### config.mk
export PLATFORM = sky130hd
export DESIGN_NAME = alu_mdu_seq
export DESIGN_NICKNAME = d
export VERILOG_FILES = /design/src/rtl/alu_mdu_seq.sv
export SDC_FILE = /design/constraint.sdc
export NUM_CORES = 1
export LEC_CHECK = 0
export CAP_MARGIN = 10
export CORE_ASPECT_RATIO = 1.4
export CORE_MARGIN = 5
export CORE_UTILIZATION = 35
export DETAILED_ROUTE_END_ITERATION = 7
export PLACE_DENSITY = 0.48
export REMOVE_ABC_BUFFERS = 1
export SYNTH_ARGS = -nofsm -noshare
export SYNTH_HDL_FRONTEND = slang
export SYNTH_SLANG_ARGS = --single-unit
### constraint.sdc
create_clock -name clk -period 9.44 [get_ports clk]
set_input_delay 1.888 -clock clk [delete_from_list [all_inputs] [get_ports clk]]
set_output_delay 1.888 -clock clk [all_outputs]
set_load 0.02 [all_outputs]
### src/rtl/alu_mdu_seq.sv
// alu_mdu_seq: RV32/RV64 OP and OP-IMM execute unit with iterative M-ext.
// Base ops finish in one cycle; MUL/DIV iterate one bit per cycle.
module alu_mdu_seq #(
  parameter int XLEN = 32,
  parameter int SHW  = $clog2(XLEN)
) (
  input  logic            clk,
  input  logic            rst_n,
  input  logic            in_valid,
  output logic            in_ready,
  input  logic [6:0]      opcode,
  input  logic [2:0]      funct3,
  input  logic [6:0]      funct7,
  input  logic [XLEN-1:0] op_a,
  input  logic [XLEN-1:0] op_b,
  input  logic            flush,
  output logic            out_valid,
  input  logic            out_ready,
  output logic [XLEN-1:0] result,
  output logic            busy
);

  typedef enum logic [1:0] {
    S_IDLE,
    S_MUL,
    S_DIV,
    S_DONE
  } state_t;

  localparam logic [6:0] OPC_OP  = 7'b0110011;
  localparam logic [6:0] OPC_IMM = 7'b0010011;
  localparam logic [6:0] F7_M    = 7'b0000001;
  localparam logic [XLEN-1:0] MIN  = {1'b1, {(XLEN-1){1'b0}}};
  localparam logic [XLEN-1:0] ONES = '1;
  localparam logic [SHW-1:0]  LAST = SHW'(XLEN - 1);

  state_t            state;
  logic [XLEN-1:0]   hi, lo, dv;
  logic [SHW-1:0]    cnt;
  logic              neg_q, neg_r, sel;

  logic              is_op, is_imm, is_m, d_sgn, d_ovf;
  logic              go_uns, go_bas, go_mul, go_dsp, go_div;
  logic              sgn_a, sgn_b, neg_a, neg_b;
  logic [XLEN-1:0]   mag_a, mag_b;
  logic [SHW-1:0]    shamt;
  logic [XLEN-1:0]   sra_res, base_res, dsp_res;
  logic [XLEN-1:0]   addend, nxt_hi, nxt_lo, quo, rem, fin;
  logic [XLEN:0]     mul_sum, r_sh, r_df;
  logic [2*XLEN-1:0] prod, prod_s;

  assign in_ready = state == S_IDLE;
  assign busy     = state != S_IDLE;

  always_comb begin
    is_op  = opcode == OPC_OP;
    is_imm = opcode == OPC_IMM;
    is_m   = funct7 == F7_M;
    d_sgn  = !funct3[0];
    d_ovf  = d_sgn && op_a == MIN && op_b == ONES;
    go_uns = !(is_op || is_imm) || (is_imm && is_m);
    go_bas = (is_op || is_imm) && !is_m;
    go_mul = is_op && is_m && !funct3[2];
    go_dsp = is_op && is_m && funct3[2] && (op_b == '0 || d_ovf);
    go_div = is_op && is_m && funct3[2] && !(op_b == '0 || d_ovf);
    sgn_a  = funct3[2] ? d_sgn : funct3[1:0] != 2'b11;
    sgn_b  = funct3[2] ? d_sgn : !funct3[1];
    neg_a  = sgn_a && op_a[XLEN-1];
    neg_b  = sgn_b && op_b[XLEN-1];
    mag_a  = neg_a ? -op_a : op_a;
    mag_b  = neg_b ? -op_b : op_b;
  end

  always_comb begin
    shamt   = op_b[SHW-1:0];
    sra_res = $signed(op_a) >>> shamt;
    unique case (funct3)
      3'b000: base_res = (is_op && funct7[5]) ? op_a - op_b
                                              : op_a + op_b;
      3'b001: base_res = op_a << shamt;
      3'b010: base_res = XLEN'($signed(op_a) < $signed(op_b));
      3'b011: base_res = XLEN'(op_a < op_b);
      3'b100: base_res = op_a ^ op_b;
      3'b101: base_res = funct7[5] ? sra_res : op_a >> shamt;
      3'b110: base_res = op_a | op_b;
      3'b111: base_res = op_a & op_b;
    endcase
    if (op_b == '0)
      dsp_res = funct3[1] ? op_a : ONES;
    else
      dsp_res = funct3[1] ? '0 : MIN;
  end

  // One iteration: shift-add for MUL, restoring subtract for DIV.
  always_comb begin
    addend  = lo[0] ? dv : '0;
    mul_sum = {1'b0, hi} + {1'b0, addend};
    r_sh    = {hi, lo[XLEN-1]};
    r_df    = r_sh - {1'b0, dv};
    if (state == S_MUL) begin
      nxt_hi = mul_sum[XLEN:1];
      nxt_lo = {mul_sum[0], lo[XLEN-1:1]};
    end else begin
      nxt_hi = r_df[XLEN] ? r_sh[XLEN-1:0] : r_df[XLEN-1:0];
      nxt_lo = {lo[XLEN-2:0], !r_df[XLEN]};
    end
    prod   = {nxt_hi, nxt_lo};
    prod_s = neg_q ? -prod : prod;
    quo    = neg_q ? -nxt_lo : nxt_lo;
    rem    = neg_r ? -nxt_hi : nxt_hi;
    if (state == S_MUL)
      fin = sel ? prod_s[2*XLEN-1:XLEN] : prod_s[XLEN-1:0];
    else
      fin = sel ? rem : quo;
  end

  always_ff @(posedge clk or negedge rst_n) begin
    if (!rst_n) begin
      state     <= S_IDLE;
      out_valid <= 1'b0;
      result    <= '0;
      hi        <= '0;
      lo        <= '0;
      dv        <= '0;
      cnt       <= '0;
      neg_q     <= 1'b0;
      neg_r     <= 1'b0;
      sel       <= 1'b0;
    end else if (flush) begin
      state     <= S_IDLE;
      out_valid <= 1'b0;
    end else begin
      unique case (state)
        S_IDLE: if (in_valid) begin
          cnt <= '0;
          unique case (1'b1)
            go_uns: begin
              result    <= '0;
              out_valid <= 1'b1;
              state     <= S_DONE;
            end
            go_bas: begin
              result    <= base_res;
              out_valid <= 1'b1;
              state     <= S_DONE;
            end
            go_dsp: begin
              result    <= dsp_res;
              out_valid <= 1'b1;
              state     <= S_DONE;
            end
            go_mul, go_div: begin
              hi    <= '0;
              lo    <= funct3[2] ? mag_a : mag_b;
              dv    <= funct3[2] ? mag_b : mag_a;
              neg_q <= neg_a ^ neg_b;
              neg_r <= neg_a;
              sel   <= funct3[2] ? funct3[1]
                                 : funct3[1:0] != 2'b00;
              state <= go_mul ? S_MUL : S_DIV;
            end
          endcase
        end
        S_MUL, S_DIV: begin
          hi  <= nxt_hi;
          lo  <= nxt_lo;
          cnt <= cnt + SHW'(1);
          if (cnt == LAST) begin
            result    <= fin;
            out_valid <= 1'b1;
            state     <= S_DONE;
          end
        end
        S_DONE: if (out_ready) begin
          out_valid <= 1'b0;
          state     <= S_IDLE;
        end
      endcase
    end
  end

endmodule

### After elaboration in Yosys (flattened, before gate mapping)

Index checks and enable logic that the tools add are counted.

* magnitude comparators: 2
* shift operators: 3
* add/subtract/negate cells: 10
* bitwise gates (word level): 5
* reduce and logical (&&, ||, !) cells: 37
* muxes and demuxes: 48
* equality and inequality tests: 25

Operators with widths (number)
* $mux W32: 24
* $pmux W32 S8: 1
* $pmux W32 S2: 3
* $neg A32 Y32: 4
* $pmux W32 S3: 1
* $eq A32 B32 Y1 const B: 2
* $lt A32 B32 Y1: 2
* $mux W64: 1
* $neg A64 Y64: 1
* $add A32 B32 Y33: 1
* $sub A33 B32 Y33: 1
* $add A32 B32 Y32: 1
* $and A32 B32 Y32: 1
* $logic_not A32 Y1: 1
* $or A32 B32 Y32: 1
* $shl A32 B5 Y32: 1
* $shr A32 B5 Y32: 1
* $sshr A32 B5 Y32: 1
* $sub A32 B32 Y32: 1
* $xor A32 B32 Y32: 1
* $eq A3 B3 Y1 const B: 4
* $logic_and A1 B1 Y1: 12
* $reduce_and A4 Y1: 3
* $mux W2: 5
* 31 further kinds: 56

* register bits: 139
* input port bits: 86

### Longest topological paths before layout

* word-level depth: 11
* depth in mapped cells: 27

### Least setup slack after synthesis

No wires, ideal clock.

* kind: input to register
* start point: in op_b[0]
* end point: reg result[24]
* cell stages on the path: 20
* slack: 3114 ps
* arrival: 6203 ps
* data required time: 9317 ps
* path through: clkbuf_1 > inv_1 > buf_1 > buf_1 > ha_1 > nand2b_1 > nor3_1 > nand2_1 > nor4_1 > nand4_1 > or3_1 > o21ai_0 > a21boi_1 > a211o_1 > clkbuf_1 > nor2_1 > buf_2 > o21ai_0 > a221oi_2 > nor2_1

* word-level cells in the longest chain between the ends: 7

RTL lines
* from (decl): RTL line 15 `input logic [XLEN-1:0] op_b,`
* branches (longest 7 deep; another with $add A32 B32 Y32)
* to (signal assigned): RTL line 143 `result <= base_res;`
* to (signal assigned): RTL line 148 `result <= dsp_res;`
* to (signal assigned): RTL line 169 `result <= fin;`
* to (decl): RTL line 19 `output logic [XLEN-1:0] result,`

Several ways; the timed one is not identified. The select of a mux whose other input is x is not followed.
A chain may end at the register's enable or synchronous reset.

### Worst setup path in the final report

* start point: in op_a[0]
* end point: reg result[0]

* word-level cells in the longest chain between the ends: 8

RTL lines
* from (decl): RTL line 14 `input logic [XLEN-1:0] op_a,`
* branches (longest 8 deep; another with $add A32 B32 Y32)

Several ways; the timed one is not identified. The select of a mux whose other input is x is not followed.

==> results.json <==
{
  "cts_tree": "yes",
  "grt_use_total_pct": 31.37,
  "cts_setup_buffers": 0,
  "cts_buffers": 17,
  "synth_area_sq_mm": 0.02364,
  "slew_headroom_pct": 14.61,
  "p_leak_nw": 10.68,
  "cts_hold_buf": 0,
  "vdd_drop_max_mv": 0.1899,
  "total_power_w": 0.008093,
  "drive_gt1_share_pct": 6.454,
  "path_buf_inv": 4,
  "yosysUniqueCellTypes": 100,
  "route.detailed.drc": 0,
  "cts-root-buf": "clkbuf_16",
  "grt_antenna_before_repair": 0,
  "wire_per_inst_um": 28.50,
  "syn_avg_cell_area_sq_um": 7.039,
  "rsz0062_at_grt": "false",
  "max_freq_mhz": 142.1,
  "holdCritStartpoint": "cnt[4]",
  "grt_overflow": 0,
  "ys_warn_count": 0,
  "avgViaCountPerCell": 6.226,
  "die_x_um": 229.7,
  "start_util_pct": 35.37,
  "critPathKind": "primary input to flop",
  "finalNetCount": 3597,
  "clock_sinks": 139,
  "clock_path_buffers": 2,
  "worstPathMaxFanout": 9,
  "hold_path_class": "flop to flop",
  "power-per-cell-area_mw_per_mm2": 309.1,
  "start_kind": "primary input",
  "vias": 26162,
  "ys_ff_latch": 139,
  "whs_path_depth": 2,
  "worst_slew_pin_slew_ns": 1.277,
  "synthTopCellsByArea": "dfrtp_1 15%, ha_1 9.1%, o21ai_0 7.3%, a21oi_1 6.9%, nand2_1 6.1%",
  "setup_viol": 0,
  "final_max_slew_viol_count": 0,
  "period_share_pct": 74.53,
  "numPortBuffers": 120,
  "htreeDepth": 4,
  "drt-initial-drc-count": 2191,
  "layout_min_cycle_time_ns": 7.036,
  "synth_ff_type": "dfrtp_1",
  "layout-area-overhead-vs-synth_pct": 10.72,
  "antenna_cells": 0,
  "fin_util_pct": 39.16,
  "synth_top_area_share_pct": 14.71,
  "die_h_um": 317.5,
  "r2r_setup_slack_ns": 2.41,
  "crit_family": "compound AO/OA/AOI/OAI gates",
  "synth.yosys.seq_area_share_pct": 14.71,
  "cts_resized": 0,
  "clkLatencyLatePin_ns": 0.44,
  "firstDrtPassIters": 6,
  "yosysTopAreaCell": "dfrtp_1",
  "gp_congestion": 1.034,
  "status": "complete, no violations",
  "ant_nets": 0,
  "grt_max_degree": 90,
  "io_pins": 121,
  "slowest_stage": "clkdlybuf4s50_1",
  "grt_pass1_vias": 25834,
  "dp_hpwl_um": 95940,
  "synth_edf_count": 0,
  "endpoint_kind": "flop",
  "synth_commonest_cells": "382 x nand2_1, 348 x nor2_1, 343 x o21ai_0, 326 x a21oi_1, 177 x clkbuf_1",
  "grt_pass1_wl_um": 174500,
  "syn_inst": 3359,
  "tns_ns": 0,
  "finalHoldViolCount": 0,
  "fp.dieArea_sq_mm": 0.07292,
  "max_cap_violations": 0,
  "min_to": "cnt[4]",
  "path_cells": "clkdlybuf4s50_1, inv_1, ha_1, inv_1, fa_1, nand2b_1, a221oi_1, o211a_1, o2111ai_1, a211o_1, a21oi_1, o41ai_1, o21ba_2, o21bai_1, a2111oi_1, buf_4, o221ai_1, nand3_1, o21ai_0, o21ai_0",
  "critPathMaxStageDelay_ns": 0.72,
  "r2r_end": "result[26]",
  "cts.clk_slew.worst_paths_ns": 0.06,
  "async_flop_share_pct": 100.0,
  "holdWs_ns": 0.4901,
  "r2r_start": "lo[31]",
  "arrival_ns": 7.39,
  "routed_wl_um": 119800,
  "cp.required_ns": 9.80,
  "ff2ff_path_depth": 24,
  "skew_ns": 0.007937,
  "core_sq_mm": 0.06684,
  "rows": 112,
  "post-synth-top-count-cell": "nand2_1"
}
## flip-flops by register name (all words and copies together), names as in the netlist
register   cells
out_valid      1
dv            32
sel            1
neg_q          1
result        32
neg_r          1
cnt            5
state          2
hi            32
lo            32
## logic make-up (layout without fill, tap and decap cells)
kind of cell	Yosys count	after routing	synth area share, %
muxes	181	181	9.902
buffers and inverters	393	381	6.398
and+or+nand+nor	1099	1099	21.23
adders and majority gates	176	176	9.441
AOI/OAI and AO/OA	1163	1163	30.55
DFF	139	139	14.71
xor gates and xnor gates	208	208	7.769
## cells in the final DEF, fill, tap and decap left out, drive strengths merged, types with 76 or more instances in the layout
| cell type | n |
|---|---|
| a21oi | 326 |
| buf | 76 |
| clkdlybuf4s50 | 111 |
| dfrtp | 139 |
| ha | 172 |
| inv | 160 |
| mux2i | 122 |
| nand2 | 382 |
| nor2 | 348 |
| o21ai | 357 |
| xnor2 | 161 |
## tightest hold or removal path, stage by stage, from the launching register on
cell	delay [ns]
dfrtp_1	0.35
nand2_1	0.05
o21ai_0	0.06
## cell type report
type                    count  area (sq um)
fillers                  7087         40670
multi-input cells        2827         18710
flip-flops and latches    139          3478
repair buffers            187          1673
well taps                 855          1070
inverters                 163         611.8
clock buffers              21         470.5
clock inverters            10         165.2
## per-stage QoR
step                      instances  worst slack (ns)  instance area, sq um
after floorplan                3129             1.383                 22740
after global placement         4171             2.102                 25540
after detailed placement       4171             2.038                 25540
after CTS                      4202             2.454                 26180
after global routing           4202             2.012                 26180
final                          4202             2.404                 26180
## metal layers
layer | up-vias | part of all wire (%) | track usage [%]
met2 | 1003 | 50 | 56.57
met5 | - | 0 | 0
li1 | 12185 | - | -
met3 | 307 | 3.9 | 1.926
met1 | 12667 | 38 | 36.19
met4 | 0 | 7.5 | 19.09
## worst max path at each step
stage / start / to / cells past startpoint
2_1_floorplan: state[1] / result[22] / 15
3_3_place_gp: op_a[0] / result[0] / 20
3_5_place_dp: op_a[0] / result[0] / 20
4_1_cts: lo[31] / result[26] / 24
5_1_grt: lo[31] / result[26] / 24
6_report: op_a[0] / result[0] / 20
## power breakdown
group	internal (W)	total, W	switching, W
Clock	0.000462	0.000747	0.000285
Sequential	0.000777	0.00102	0.000240
Combinational	0.00214	0.00633	0.00419
Total	0.00338	0.00809	0.00471
Note: power is estimated with default switching activity, not from simulation.
